**config.mk**
```make
export PLATFORM = sky130hd
export DESIGN_NAME = serial_tx
export DESIGN_NICKNAME = d
export VERILOG_FILES = /design/src/rtl/serial_tx_pkg.sv /design/src/rtl/serial_tx_fifo.sv /design/src/rtl/serial_tx.sv
export SDC_FILE = /design/constraint.sdc
export NUM_CORES = 1
export LEC_CHECK = 0
export ABC_AREA = 0
export ABC_CLOCK_PERIOD_IN_PS = 7800
export BUFFER_PORTS_ARGS = -buffer_cell sky130_fd_sc_hd__buf_2
export CORE_ASPECT_RATIO = 1.2
export CORE_MARGIN = 2
export CORE_UTILIZATION = 55
export CTS_CLUSTER_DIAMETER = 40
export DETAILED_ROUTE_END_ITERATION = 7
export GPL_TIMING_DRIVEN = 1
export PLACE_DENSITY = 0.76
export SETUP_SLACK_MARGIN = 0.4
export SYNTH_ARGS = -nofsm -noshare
export SYNTH_HDL_FRONTEND = slang
export SYNTH_SLANG_ARGS = --single-unit
```
**constraint.sdc**
```tcl
create_clock -name clk -period 7.8 [get_ports clk]
set_input_delay 1.56 -clock clk [delete_from_list [all_inputs] [get_ports clk]]
set_output_delay 1.56 -clock clk [all_outputs]
set_load 0.02 [all_outputs]
```
**src/rtl/serial_tx_pkg.sv**
```systemverilog
// Shared definitions for the serial transmitter: FSM state encoding,
// status word bit positions, CPU read offsets and the parity helper.
// Optional feature macro: SERIAL_TX_PARITY_EN adds the PARITY state.
package serial_tx_pkg;

  typedef enum logic [2:0] {
    ST_IDLE   = 3'd0,
    ST_START  = 3'd1,
    ST_DATA   = 3'd2,
`ifdef SERIAL_TX_PARITY_EN
    ST_PARITY = 3'd3,
`endif
    ST_STOP   = 3'd4
  } tx_state_e;

  // Status word layout (upper byte always zero).
  localparam int unsigned STAT_READY_BIT = 0;
  localparam int unsigned STAT_IDLE_BIT  = 1;
  localparam int unsigned STAT_OVF_BIT   = 2;
  localparam int unsigned STAT_CNT_LSB   = 3;
  localparam int unsigned STAT_CNT_MSB   = 7;

  // Address offsets relative to the device base: data at base, status at base+1.
  localparam logic ADDR_DATA_OFS   = 1'b0;
  localparam logic ADDR_STATUS_OFS = 1'b1;

  // Even parity: the bit that makes the total number of ones even.
  function automatic logic even_parity(input logic [7:0] b);
    return ^b;
  endfunction

endpackage

```
**src/rtl/serial_tx_fifo.sv**
```systemverilog
// tx_fifo: synchronous byte FIFO with occupancy count and full/empty flags.
// Latency: a pushed entry is visible on pop_dat_o / count_o the next cycle.
// Backpressure: push is ignored when full unless a pop happens on the same edge;
// pop is ignored when empty.
// Ports: clk, rst_n (sync, active low), push_i/push_dat_i, pop_i/pop_dat_o,
// full_o, empty_o, count_o.
module tx_fifo
  import serial_tx_pkg::*;
#(
  parameter int DEPTH = 4,
  parameter int W     = 8
) (
  input  logic                     clk,
  input  logic                     rst_n,
  input  logic                     push_i,
  input  logic [W-1:0]             push_dat_i,
  input  logic                     pop_i,
  output logic [W-1:0]             pop_dat_o,
  output logic                     full_o,
  output logic                     empty_o,
  output logic [$clog2(DEPTH):0]   count_o
);

  localparam int AW = $clog2(DEPTH);

  logic [W-1:0]  mem_q [DEPTH];
  logic [AW-1:0] wr_ptr_q, rd_ptr_q;
  logic [AW:0]   count_q;
  logic          do_push, do_pop;

  assign full_o    = (count_q == (AW+1)'(DEPTH));
  assign empty_o   = (count_q == '0);
  assign count_o   = count_q;
  assign pop_dat_o = mem_q[rd_ptr_q];

  // A full FIFO still accepts a push when the head leaves on the same edge.
  assign do_pop  = pop_i && !empty_o;
  assign do_push = push_i && (!full_o || do_pop);

  // Storage needs no reset; pointers and count define validity.
  always_ff @(posedge clk) begin
    if (do_push) mem_q[wr_ptr_q] <= push_dat_i;
  end

  // Pointers wrap naturally because DEPTH is a power of two.
  always_ff @(posedge clk) begin
    if (!rst_n) begin
      wr_ptr_q <= '0;
      rd_ptr_q <= '0;
      count_q  <= '0;
    end else begin
      if (do_push) wr_ptr_q <= wr_ptr_q + 1'b1;
      if (do_pop)  rd_ptr_q <= rd_ptr_q + 1'b1;
      case ({do_push, do_pop})
        2'b10:   count_q <= count_q + 1'b1;
        2'b01:   count_q <= count_q - 1'b1;
        default: count_q <= count_q;
      endcase
    end
  end

endmodule

```
**src/rtl/serial_tx.sv**
```systemverilog
// serial_tx: CPU-mapped UART transmitter (8 data bits, 1 stop, LSB first) with a TX FIFO.
// Latency: a byte written to an idle line starts its start bit one cycle later; txd is registered.
// Backpressure: writes to a full FIFO are dropped and set the sticky overflow flag (cleared by ack).
// Ports: clk, rst_n (sync, active low), wr/wdata (enqueue), statusordata (1=status, 0=data echo),
// ack (clears overflow), rdata (combinational read word), txd (serial out, idle high).
// Optional macro SERIAL_TX_PARITY_EN: adds an even-parity bit between data and stop.
module serial_tx
  import serial_tx_pkg::*;
#(
  parameter int CLK_DIV    = 5208,
  parameter int FIFO_DEPTH = 4
) (
  input  logic        clk,
  input  logic        rst_n,
  input  logic        wr,
  input  logic [7:0]  wdata,
  input  logic        statusordata,
  input  logic        ack,
  output logic [15:0] rdata,
  output logic        txd
);

  localparam logic [15:0] BAUD_MAX = 16'(CLK_DIV - 1);
  localparam int          CW       = $clog2(FIFO_DEPTH) + 1;

  tx_state_e   state_q, state_d;
  logic [15:0] baud_q, baud_d;
  logic [2:0]  idx_q, idx_d;
  logic [7:0]  byte_q, byte_d;
  logic        txd_q, txd_d;
  logic        ovf_q, ovf_d;
  logic [7:0]  echo_q, echo_d;

  logic          bit_end, pop;
  logic          fifo_full, fifo_empty;
  logic [7:0]    fifo_dat;
  logic [CW-1:0] fifo_count;
  logic [15:0]   status;

  tx_fifo #(.DEPTH(FIFO_DEPTH), .W(8)) u_fifo (
    .clk        (clk),
    .rst_n      (rst_n),
    .push_i     (wr),
    .push_dat_i (wdata),
    .pop_i      (pop),
    .pop_dat_o  (fifo_dat),
    .full_o     (fifo_full),
    .empty_o    (fifo_empty),
    .count_o    (fifo_count)
  );

  assign bit_end = (baud_q == BAUD_MAX);

  // State register (all sequential state of the transmitter).
  always_ff @(posedge clk) begin
    if (!rst_n) begin
      state_q <= ST_IDLE;
      baud_q  <= '0;
      idx_q   <= '0;
      byte_q  <= '0;
      txd_q   <= 1'b1;
      ovf_q   <= 1'b0;
      echo_q  <= '0;
    end else begin
      state_q <= state_d;
      baud_q  <= baud_d;
      idx_q   <= idx_d;
      byte_q  <= byte_d;
      txd_q   <= txd_d;
      ovf_q   <= ovf_d;
      echo_q  <= echo_d;
    end
  end

  // Next-state logic.
  always_comb begin
    state_d = state_q;
    case (state_q)
      ST_IDLE:  if (!fifo_empty) state_d = ST_START;
      ST_START: if (bit_end) state_d = ST_DATA;
`ifdef SERIAL_TX_PARITY_EN
      ST_DATA:   if (bit_end && idx_q == 3'd7) state_d = ST_PARITY;
      ST_PARITY: if (bit_end) state_d = ST_STOP;
`else
      ST_DATA:   if (bit_end && idx_q == 3'd7) state_d = ST_STOP;
`endif
      // Back-to-back frames: stop bit flows straight into the next start bit.
      ST_STOP:  if (bit_end) state_d = fifo_empty ? ST_IDLE : ST_START;
      default:  state_d = ST_IDLE;
    endcase
  end

  // Output / datapath logic.
  always_comb begin
    pop = !fifo_empty && ((state_q == ST_IDLE) || (state_q == ST_STOP && bit_end));

    // Baud counter restarts at every bit boundary and holds at zero while idle.
    if (state_q == ST_IDLE || bit_end) baud_d = '0;
    else                               baud_d = baud_q + 16'd1;

    // Bit index wraps 7->0 as the last data bit ends.
    idx_d = idx_q;
    if (state_q == ST_DATA && bit_end) idx_d = idx_q + 3'd1;

    byte_d = pop ? fifo_dat : byte_q;

    // txd is decoded from the next state so the line register changes on bit boundaries.
    case (state_d)
      ST_START:  txd_d = 1'b0;
      ST_DATA:   txd_d = byte_d[idx_d];
`ifdef SERIAL_TX_PARITY_EN
      ST_PARITY: txd_d = even_parity(byte_q);
`endif
      default:   txd_d = 1'b1;
    endcase

    // An overflowing write wins over a simultaneous ack.
    ovf_d = ovf_q;
    if (ack) ovf_d = 1'b0;
    if (wr && fifo_full && !pop) ovf_d = 1'b1;

    echo_d = (wr && (!fifo_full || pop)) ? wdata : echo_q;
  end

  always_comb begin
    status = '0;
    status[STAT_READY_BIT] = !fifo_full;
    status[STAT_IDLE_BIT]  = fifo_empty && (state_q == ST_IDLE);
    status[STAT_OVF_BIT]   = ovf_q;
    status[STAT_CNT_MSB:STAT_CNT_LSB] = 5'(fifo_count);
  end

  always_comb begin
    case (statusordata)
      ADDR_STATUS_OFS: rdata = status;
      ADDR_DATA_OFS:   rdata = {8'h00, echo_q};
      default:         rdata = '0;
    endcase
  end

  assign txd = txd_q;

endmodule

```
# --- Word level (Yosys, flattened, before mapping) ---
# Memories as Yosys holds them, arrays and structs flattened. A register that Yosys moved wholly into a read port is not among the register bits.
# Index checks and enable logic that the tools add are counted.
totals:
  memories: 1
  elab_cells: 71
  ff_bits: 47
  mem_bits_rw: 32
  in_bits: 13
op_classes:
  n_reduce_logical: 22
  n_eq_ne: 10
  bitwise: 2
  order_cmp: 1
  addsub: 6
  muxes: 19
mem_list:
  columns: ["name", "depth", "width", "read_ports", "rd_clocked_by_memory_dff", "wr", "line", "text"]
  rows:
  - ["u_fifo.mem_q", 4, 8, 1, 1, 1, "serial_tx_fifo.sv:26", "logic [W-1:0] mem_q [DEPTH];"]
op_table:
  columns: ["op", "n"]
  rows:
  - ["$pmux W16 S2", 1]
  - ["$add A16 B1 Y16 const B", 1]
  - ["$eq A16 B13 Y1 const B", 1]
  - ["$mux W3", 5]
  - ["$pmux W3 S4", 1]
  - ["$logic_and A1 B1 Y1", 10]
  - ["$eq A3 B3 Y1 const B", 3]
  - ["$mux W8", 1]
  - ["$add A3 B1 Y3 const B", 2]
  - ["$eq A3 B1 Y1 const B", 2]
  - ["$eq A3 B2 Y1 const B", 2]
  - ["$logic_not A3 Y1", 2]
  - ["$mux W1", 6]
  - ["$pmux W3 S2", 1]
  - ["$add A2 B1 Y2 const B", 2]
  - ["$logic_or A1 B1 Y1", 4]
  - ["$lt A3 B4 Y1 const B", 1]
  - ["$mux W2", 2]
  - ["$reduce_bool A2 Y1", 2]
  - ["$bmux W1 S3", 1]
  - ["$logic_not A1 Y1", 3]
  - ["$sub A3 B1 Y3 const B", 1]
  - ["$eq A2 B1 Y1 const B", 1]
  - ["$eq A2 B2 Y1 const B", 1]
  - ["3 further kinds", 4]

# --- Depth between registers and ports, before layout ---
# Gate-level depths: netlist of run 1.
depth:
  word_depth: 9
  ltp_mapped: 10
  mapped_depth_nobuf: 9

# --- Hierarchy ---
# A second synthesis of run 1 with hierarchy kept.
unflattened:
  cells_unflattened: 328
  hier_area_um2: 3769.9
by_module_without_submodules:
  columns: ["mod", "seq_area_each_um2", "instances", "cells_each", "area_each_um2"]
  rows:
  - ["serial_tx", 800.8, 1, 226, 2063.2]
  - ["tx_fifo", 1141.1, 1, 102, 1706.6]

# --- Worst setup path after synthesis of run 1 ---
# No wires, ideal clock.
synth_path:
  path_type: "in2out"
  start: "in statusordata"
  end: "out rdata[1]"
  stages: 2
  setup_slack_ns: 3.990
  path_buffers: 1
  t_required_ns: 6.240
  arrival_time_ns: 2.250
  cell_sequence: "clkbuf_1 mux2_2"
synth_between:
  elab_chain_len: 2
synth_rtl:
  columns: ["item", "line", "text"]
  rows:
  - ["start: declaration", "serial_tx.sv:17", "input logic statusordata,"]
  - ["$not A1 Y1", "serial_tx.sv:134", "case (statusordata)"]
  - ["$pmux W16 S2 (*)", "serial_tx.sv:134", null]
  - ["end: declaration", "serial_tx.sv:19", "output logic [15:0] rdata,"]
# Every way passes the cells marked *; elsewhere a longest branch is shown, timed or not. The select of a mux whose other input is x is not followed.

# --- Final worst setup path of run 1 ---
layout_path:
  start: "reg baud_q[6]"
  end: "mem u_fifo.mem_q[1][3] (enable)"
layout_between:
  elab_chain_len: 9
layout_rtl:
  columns: ["item", "line", "text"]
  rows:
  - ["start: declaration", "serial_tx.sv:27", "logic [15:0] baud_q, baud_d;"]
  - ["start signal: assignment", "serial_tx.sv:66", "baud_q <= baud_d;"]
  - ["$eq A16 B13 Y1", "serial_tx.sv:52", "assign bit_end = (baud_q == BAUD_MAX);"]
  - ["$logic_and A1 B1 Y1", "serial_tx.sv:95", "pop = !fifo_empty && ((state_q == ST_IDLE) || (state_q == ST_STOP && bit_end));"]
  - ["$logic_or A1 B1 Y1", "serial_tx.sv:95", null]
  - ["$logic_and A1 B1 Y1", "serial_tx.sv:95", null]
  - ["$logic_and A1 B1 Y1", "serial_tx_fifo.sv:37", "assign do_pop = pop_i && !empty_o;"]
  - ["$logic_or A1 B1 Y1", "serial_tx_fifo.sv:38", "assign do_push = push_i && (!full_o || do_pop);"]
  - ["$logic_and A1 B1 Y1", "serial_tx_fifo.sv:38", null]
  - ["$mux W1", "serial_tx_fifo.sv:42", "if (do_push) mem_q[wr_ptr_q] <= push_dat_i;"]
  - ["$mux W1 (not written as such)", "serial_tx_fifo.sv:42", null]
  - ["end: declaration", "serial_tx_fifo.sv:26", null]
# Every way passes these cells.

==> results of run 1 <==
==> routing by layer <==
layer	vias up	routed length [um]	global-route usage, %	part of all wire, %
met5	-	0	0	0
met4	0	108	7.02	1.6
met3	11	256	4.63	3.8
met2	53	3360	33.8	50
met1	1168	3040	25.2	45
li1	1217	-	-	-
==> kinds of logic (layout without fill, tap and decap cells) <==
kind of cell,Yosys count,after routing,share of synthesized area (%)
flip-flops,81,81,53.2
XOR/XNOR,16,16,3.84
AO/OA/AOI/OAI,54,54,10.4
multiplexers,15,15,7.02
other,1,8,0.103
AND/OR/NAND/NOR,131,131,18.6
buffers and inverters,28,45,3.97
adder cells (fa/ha/maj),8,8,2.95
==> flip-flops by register name, summed over array words and instances (netlist names), named ones only <==
name,count
echo_q,8
u_fifo.count_o,3
u_fifo.mem_q,32
u_fifo.wr_ptr_q,2
u_fifo.rd_ptr_q,2
state_q,3
byte_q,8
ovf_q,1
idx_q,3
txd,1
baud_q,16
==> power by group through the flow <==
stage | combinational [mW] | clock [mW] | sequential [mW]
after floorplan | 0.225 | 0 | 0.535
after global placement | 0.268 | 0 | 0.551
after detailed placement | 0.273 | 0 | 0.554
after CTS | 0.274 | 0.312 | 0.544
after global routing | 0.303 | 0.333 | 0.552
final | 0.272 | 0.308 | 0.544
==> cells in the final DEF, fill, tap and decap left out, types with 5 or more instances in the layout <==
master    count
xor2_1        7
ha_1          7
and2_1       15
mux4_2        8
a21oi_1       7
edfxtp_1     32
a21boi_0     17
inv_1         8
mux2_2        5
nor2_1       22
nand2_1      43
clkbuf_8      9
buf_2        21
o21ai_0       8
dfxtp_1      49
conb_1        8
xnor2_1       9
nand3_1      14
or3_1         5
and3_1        6
==> cells in the mapped netlist (2+ instances only) <==
library cell	count	area share, %
and3_1	6	1.0
xor2_1	7	1.7
nor2b_1	4	0.68
ha_1	7	2.4
nand2b_1	3	0.51
edfxtp_1	32	26
nand4b_1	2	0.48
buf_1	3	0.31
nand2_1	43	4.4
or3_1	5	0.86
xnor2_1	9	2.2
o211a_1	4	1.1
a21boi_0	17	3.5
nand4_1	4	0.68
buf_4	8	1.6
or2b_2	2	0.48
clkbuf_1	6	0.62
nor4_1	2	0.34
nor2_1	22	2.3
mux2i_1	2	0.55
dfxtp_1	49	27
mux2_2	5	1.5
nor3_1	2	0.27
a21boi_1	3	0.62
o21ai_0	8	1.1
o21ai_1	2	0.27
inv_1	8	0.82
mux4_2	8	4.9
nor3b_1	2	0.41
a21oi_1	7	0.96
buf_2	2	0.27
nand3_1	14	1.9
and2_1	15	2.6
==> stage by stage <==
stage,instance area (um^2),total power [mW],hold WS [ns]
after detailed placement,3780,0.827,0.448
after global placement,3780,0.819,0.444
after CTS,3980,1.13,0.460
final,3980,1.12,0.459
after global routing,3980,1.19,0.485
after floorplan,3680,0.759,0.430
==> worst max-delay path, stage by stage, from the launching register on <==
cell and delay (ns):
dfxtp_1 0.45, or4b_1 0.50, o41ai_1 0.72, nand2_1 0.53, a21boi_1 0.86, and2_1 0.49
==> cell type report <==
cell class,count,area share (%)
flip-flops and latches,81,48.8
clock inverters,7,1.89
well taps,85,2.67
inverters,8,0.754
multi-input cells,232,40.2
repair buffers,21,2.64
clock buffers,9,3.11
==> worst max-delay path by stage <==
stage                 startpoint                  to  slack (ns)
floorplan           statusordata            rdata[1]        3.99
global placement    statusordata            rdata[5]        3.99
detailed placement     baud_q[6]  u_fifo.mem_q[1][5]        3.91
CTS                    baud_q[6]  u_fifo.mem_q[1][4]        3.90
global route           baud_q[6]  u_fifo.mem_q[1][0]        3.50
finish                 baud_q[6]  u_fifo.mem_q[1][3]        3.90
==> impl_results.md, run 1 <==
- Comb pwr share: 24.2%
- Pleak: 1.48 nW
- Share of cells above drive strength 1: 15.1%
- DR iter-0 viols: 172
- Crit. End Element: flop
- Register Area: 1940 um^2
- Sw frac: 31.5%
- Drt wl/cell: 15.3 um
- Row count: 32
- Total GRT Usage: 20.0%
- Clock latency at the later pin of the worst-skew pair: 0.35 ns
- I/O Buffers: 21
- Die Width: 78.4 um
- Crit Path Category: reg2reg
- Hold Crit Class: reg2reg
- Largest net degree at the start of global routing: 33
- Maximum vdd ir drop: 152 uV
- Fillers: 559
- Async set-reset flop share out of synthesis: 0%
- Status: finished, final reports clean
- Startpoint Class: flop
- RR Startpoint: baud_q[6]
- CP required: 7.81 ns
- Top_reg_cell synth: dfxtp_1
- Library cells used by synthesis: 54
- Pre-CTS setup slack: 3.91 ns
- Cell count after synthesis: 334
- CTS tree: done
- CTS root buf: clkbuf_8
- Final Hold Vio Count: 0
- Max-Slew Margin vs Limit: 30.3%
- Util after Layout: 61.8%
- Min-delay src: echo_q[1]
- RSZ-0062 raised after global routing: no
- Sequential area share after synthesis: 53.2%
- Hold Crit Endpoint: echo_q[1]
- Slew @ Worst Pin: 1.04 ns
- ANT cells: 0
- R2R depth: 5
- Post-CTS resize count: 0
- Max Cap Viol: 0
- DRT antenna net count: 0
- Fin. max-slew vios: 0
- CTS buffer count: 9
- Vias in the first global route: 2,268
- FMAX: 257 MHz
- Clk pwr share: 27.4%
- Worst hold stages: 2
- Cell area after synthesis: 3650 um^2
- Clock slew at reported path FFs: 0.09 ns
- Hold_buf cts: 0
- Area of the multi-input gates: 1600 um^2
- Top-level I/O count: 30
- Placed cell count: 427
- Num Clock Sinks: 81
- CTS H-tree depth: 3
- Setup-failing EPs final: 0
- Post-route insts no fill: 443
- Initial antenna violation count: 0
- Avg Vias per Cell: 5.53
- Initial Util: 56.7%
- Final period util: 50.0%
- Switching power: 0.354 mW
- Flop pwr share: 48.4%
- DPL Wire Length: 4890 um
- First-pass GRT wire length: 11,100 um
- Pwr dens: 282 nW/um^2
- Gp weighted congestion: 0.831
- DRT Pass-1 Iters: 4
- Mean post-synth cell area: 10.9 um^2
- Critical Path AT: 3.91 ns
- R2r setup slk: 3.90 ns
- FF+latch count, synth: 81
- Post-CTS Setup Bufs: 0
- Vias: 2,449
- Syn. warnings: 0
- Nets@finish: 374
- Setup Skew: 0.0111 ns
- GRT overflow: 0
- R2r endpoint: u_fifo.mem_q[1][3]
- WL final: 6760 um
- Max clock buf depth: 2
- Die ar.: 7310 um^2
- Total DRC errors in the routed layout: 0
- Post-synth EDFFs: 32
- Worst-path fanout max: 16
- TNS Setup: 0 ns
- Crit path time final: 3.90 ns
- Internal power: 0.770 mW
- CORE AREA: 6450 um^2
- Area Overhead vs Synth: 9.01%
- Worst Slack Setup Final: 3.90 ns
- Chip Height: 93.3 um
Power figures use the tool's default switching activity.
==> run 2: changes to the inputs <==
Settings changed: ABC_AREA 0 to 1, ABC_CLOCK_PERIOD_IN_PS 7800 to 3400, CORE_UTILIZATION 55 to 53, PLACE_DENSITY 0.76 to 0.77.
Clock period 7.8 ns to 3.4 ns, I/O delays scaled along.
==> run 2 against run 1 <==
Worst setup slack worse by 3.1 ns. Critical path depth increased by 4. Die area up 3.8%. Global-route usage increased by 1.6 points. Hold slack got worse by 0.0013 ns. Routed wire length increased by 11%. Cell count increased by 24%. Largest cell class unchanged.
==> impl_results.md, run 2 <==
- Final Hold Vio Count: 0 (unchanged)
- Hold_buf cts: 0 (unchanged)
- Clk pwr share: 27.4% (about the same)
- DRT Pass-1 Iters: 5 (+1)
- Library cells used by synthesis: 32 (-41%)
- Row count: 33 (+3.1%)
- Internal power: 1.84 mW (+140%)
- CTS root buf: clkbuf_8
- Synth area leaders: dfxtp_1 (27%), edfxtp_1 (26%), nor2_1 (8.1%)
- Switching power: 1.01 mW (+180%)
- Clock slew at reported path FFs: 0.09 ns (about the same)
- CORE AREA: 6770 um^2 (+5.0%)
- Simple-gate share of the synthesized area: 22.3% (+3.7 points)
- Most frequent cells in the layout: nor2_1 (79), inv_1 (50), dfxtp_1 (49)
- Top-level I/O count: 30 (unchanged)
- RSZ-0062 raised after global routing: no
- Final period util: 77.2% (+27 points)
- Setup Skew: 0.00713 ns (-0.00400 ns)
- Util after Layout: 59.4% (-2.4 points)
- Cell area after synthesis: 3660 um^2 (+0.17%)
- Most frequent cell after synthesis: nor2_1
- RR Startpoint: baud_q[0]
- Comb pwr share: 28.3% (+4.1 points)
- Reg with most FFs: u_fifo.mem_q
- Critical Path AT: 2.61 ns (-1.30 ns)
- Synth Area in XOR/XNOR: 0.239% (-3.6 points)
- Chip Height: 95.0 um (+1.9%)
- CP required: 3.38 ns (-4.43 ns)
- Fin. max-slew vios: 0 (unchanged)
- I/O Buffers: 21 (unchanged)
- CTS buffer count: 9 (unchanged)
- Crit Path Category: reg2reg
- CTS tree: done
- Top Registers: u_fifo.mem_q x32, baud_q x16
- Nets@finish: 479 (+28%)
- Worst Setup SP: baud_q[0]
- Syn. warnings: 0 (unchanged)
- TNS Setup: 0 ns (unchanged)
- WL final: 7530 um (+11%)
- Initial Util: 54.0% (-2.6 points)
- Compound-Gate Fraction of Synth Area: 12.6% (+2.2 points)
- Min-delay src: echo_q[2]
- Sequential area share after synthesis: 53.1% (-0.091 points)
- Max-Slew Margin vs Limit: 59.0% (+29 points)
- Cell count after synthesis: 436 (+31%)
- Initial antenna violation count: 0 (unchanged)
- Die ar.: 7590 um^2 (+3.8%)
- Startpoint Class: flop
- FMAX: 381 MHz (+48%)
- CTS H-tree depth: 3 (unchanged)
- Clock latency at the later pin of the worst-skew pair: 0.34 ns (about the same)
- First-pass GRT wire length: 12,400 um (+12%)
- Post-CTS Setup Bufs: 0 (unchanged)
- Dominant cell type by area after synthesis: dfxtp_1
- GRT overflow: 0 (unchanged)
- Post-synth top cells: nor2_1 (79), inv_1 (50), dfxtp_1 (49)
- Total GRT Usage: 21.6% (+1.6 points)
- Gp weighted congestion: 0.934 (+12%)
- Status: finished, final reports clean
- Flop pwr share: 44.3% (-4.1 points)
- Drt wl/cell: 13.7 um (-10%)
- Post-Synth Adder-Cell Area: 2.94% (-0.0050 points)
- Crit. End Element: flop
- Hold Crit Class: reg2reg
- Top_reg_cell synth: dfxtp_1
- Commonest non-fill, non-tap cell in the layout: nor2_1
- Post-synth EDFFs: 32 (unchanged)
- Synth top area share: 26.8% (-0.046 points)
- Max clock buf depth: 2 (unchanged)
- Worst hold stages: 2 (unchanged)
- Sw frac: 35.3% (+3.8 points)
- Worst-path fanout max: 18 (+2)
- R2r endpoint: u_fifo.mem_q[2][1]
- Max Cap Viol: 0 (unchanged)
- Total DRC errors in the routed layout: 0 (unchanged)
- Post-route insts no fill: 550 (+24%)
- Slew @ Worst Pin: 0.613 ns (-0.431 ns)
- Fillers: 596 (+6.6%)
- Vias in the first global route: 2,755 (+21%)
- Die Width: 79.9 um (+1.9%)
- Share of cells above drive strength 1: 10.8% (-4.3 points)
- Vias: 2,942 (+20%)
- Async set-reset flop share out of synthesis: 0% (unchanged)
- DPL Wire Length: 5430 um (+11%)
- FF+latch count, synth: 81 (unchanged)
- Largest net degree at the start of global routing: 19 (-42%)
- Mean post-synth cell area: 8.39 um^2 (-23%)
- Power Total: 2.85 mW (+150%)
- Area Overhead vs Synth: 9.85%
- Num Clock Sinks: 81 (unchanged)
- DRT antenna net count: 0 (unchanged)
- Multiplexer share of the synthesized area: 0.274% (-6.7 points)
- Avg Vias per Cell: 5.35 (-3.2%)
- DR iter-0 viols: 135 (-22%)
- Pleak: 1.57 nW (+6.2%)
- R2r setup slk: 0.77 ns (-3.13 ns)
- Post-CTS resize count: 0 (unchanged)
- Largest family of logic cells by synthesized area: simple AND/OR/NAND/NOR gates
- Pwr dens: 709 nW/um^2 (+150%)
- Maximum vdd ir drop: 551 uV (+260%)
- Setup-failing EPs final: 0 (unchanged)
- Crit path time final: 2.63 ns (-1.27 ns)
- Final hold slack: 0.457 ns (-0.00126 ns)
- Largest register FFs: 32 (unchanged)
- ANT cells: 0 (unchanged)
- Hold Crit Endpoint: echo_q[2]
- Placed cell count: 534 (+25%)
- R2R depth: 9 (+4)
[run 2: logic make-up after synthesis]
kind of cell / count (synthesis)
xor+xnor: 1
mux: 1
buf+inv: 71
other cells: 1
flops: 81
simple gates: 184
fa+ha+maj: 8
compound gates: 89
[run 2: final cells by class]
class | instances | area, um^2 | share of cell area [%]
multi-input combinational | 291 | 1430 | 35.7
timing repair buffer | 21 | 105 | 2.61
tap | 87 | 109 | 2.71
clock inverter | 7 | 101 | 2.52
inverter | 54 | 205 | 5.10
clock buffer | 9 | 124 | 3.08
sequential | 81 | 1940 | 48.3
[run 2: per-layer routing]
| metal | share of wire [%] | GRT usage [%] | wire length, um | vias to the layer above |
|---|---|---|---|---|
| li1 | - | - | - | 1478 |
| met1 | 41 | 24.5 | 3120 | 1381 |
| met2 | 53 | 39.1 | 4010 | 69 |
| met3 | 3.5 | 3.88 | 266 | 14 |
| met4 | 1.8 | 10.3 | 139 | 0 |
| met5 | 0 | 0 | 0 | - |
[run 2: worst max-delay path by stage]
stage,to,slack [ns],cells past startpoint
after detailed placement,u_fifo.mem_q[2][3],0.84,9
after CTS,u_fifo.mem_q[2][1],0.79,9
after global routing,u_fifo.mem_q[2][1],0.60,9
final,u_fifo.mem_q[2][1],0.77,9
after global placement,u_fifo.mem_q[3][4],0.93,9
after floorplan,u_fifo.mem_q[0][0],1.13,10
[run 2: worst max-delay path: stages (launching register included)]
cell and delay, ns:
dfxtp_1 0.41, ha_1 0.29, nand3_1 0.10, nor2_1 0.14, nand2_2 0.10, nand2_4 0.12, nand2_4 0.14, a21oi_4 0.32
inv_4 0.14, nor2_1 0.50
[run 2: power groups by stage]
| stage | clock, mW | combinational [mW] | sequential, mW |
|---|---|---|---|
| 2_1_floorplan | 0 | 0.641 | 1.25 |
| 3_3_place_gp | 0 | 0.767 | 1.28 |
| 3_5_place_dp | 0 | 0.793 | 1.28 |
| 4_1_cts | 0.791 | 0.804 | 1.26 |
| 5_1_grt | 0.836 | 0.918 | 1.28 |
| 6_report | 0.782 | 0.806 | 1.26 |
[run 2: metrics by stage]
stage | area (um^2) | setup WS (ns)
final | 4020 | 0.774
after global routing | 4020 | 0.602
after CTS | 4020 | 0.785
after detailed placement | 3790 | 0.839
after global placement | 3790 | 0.935
after floorplan | 3690 | 1.13
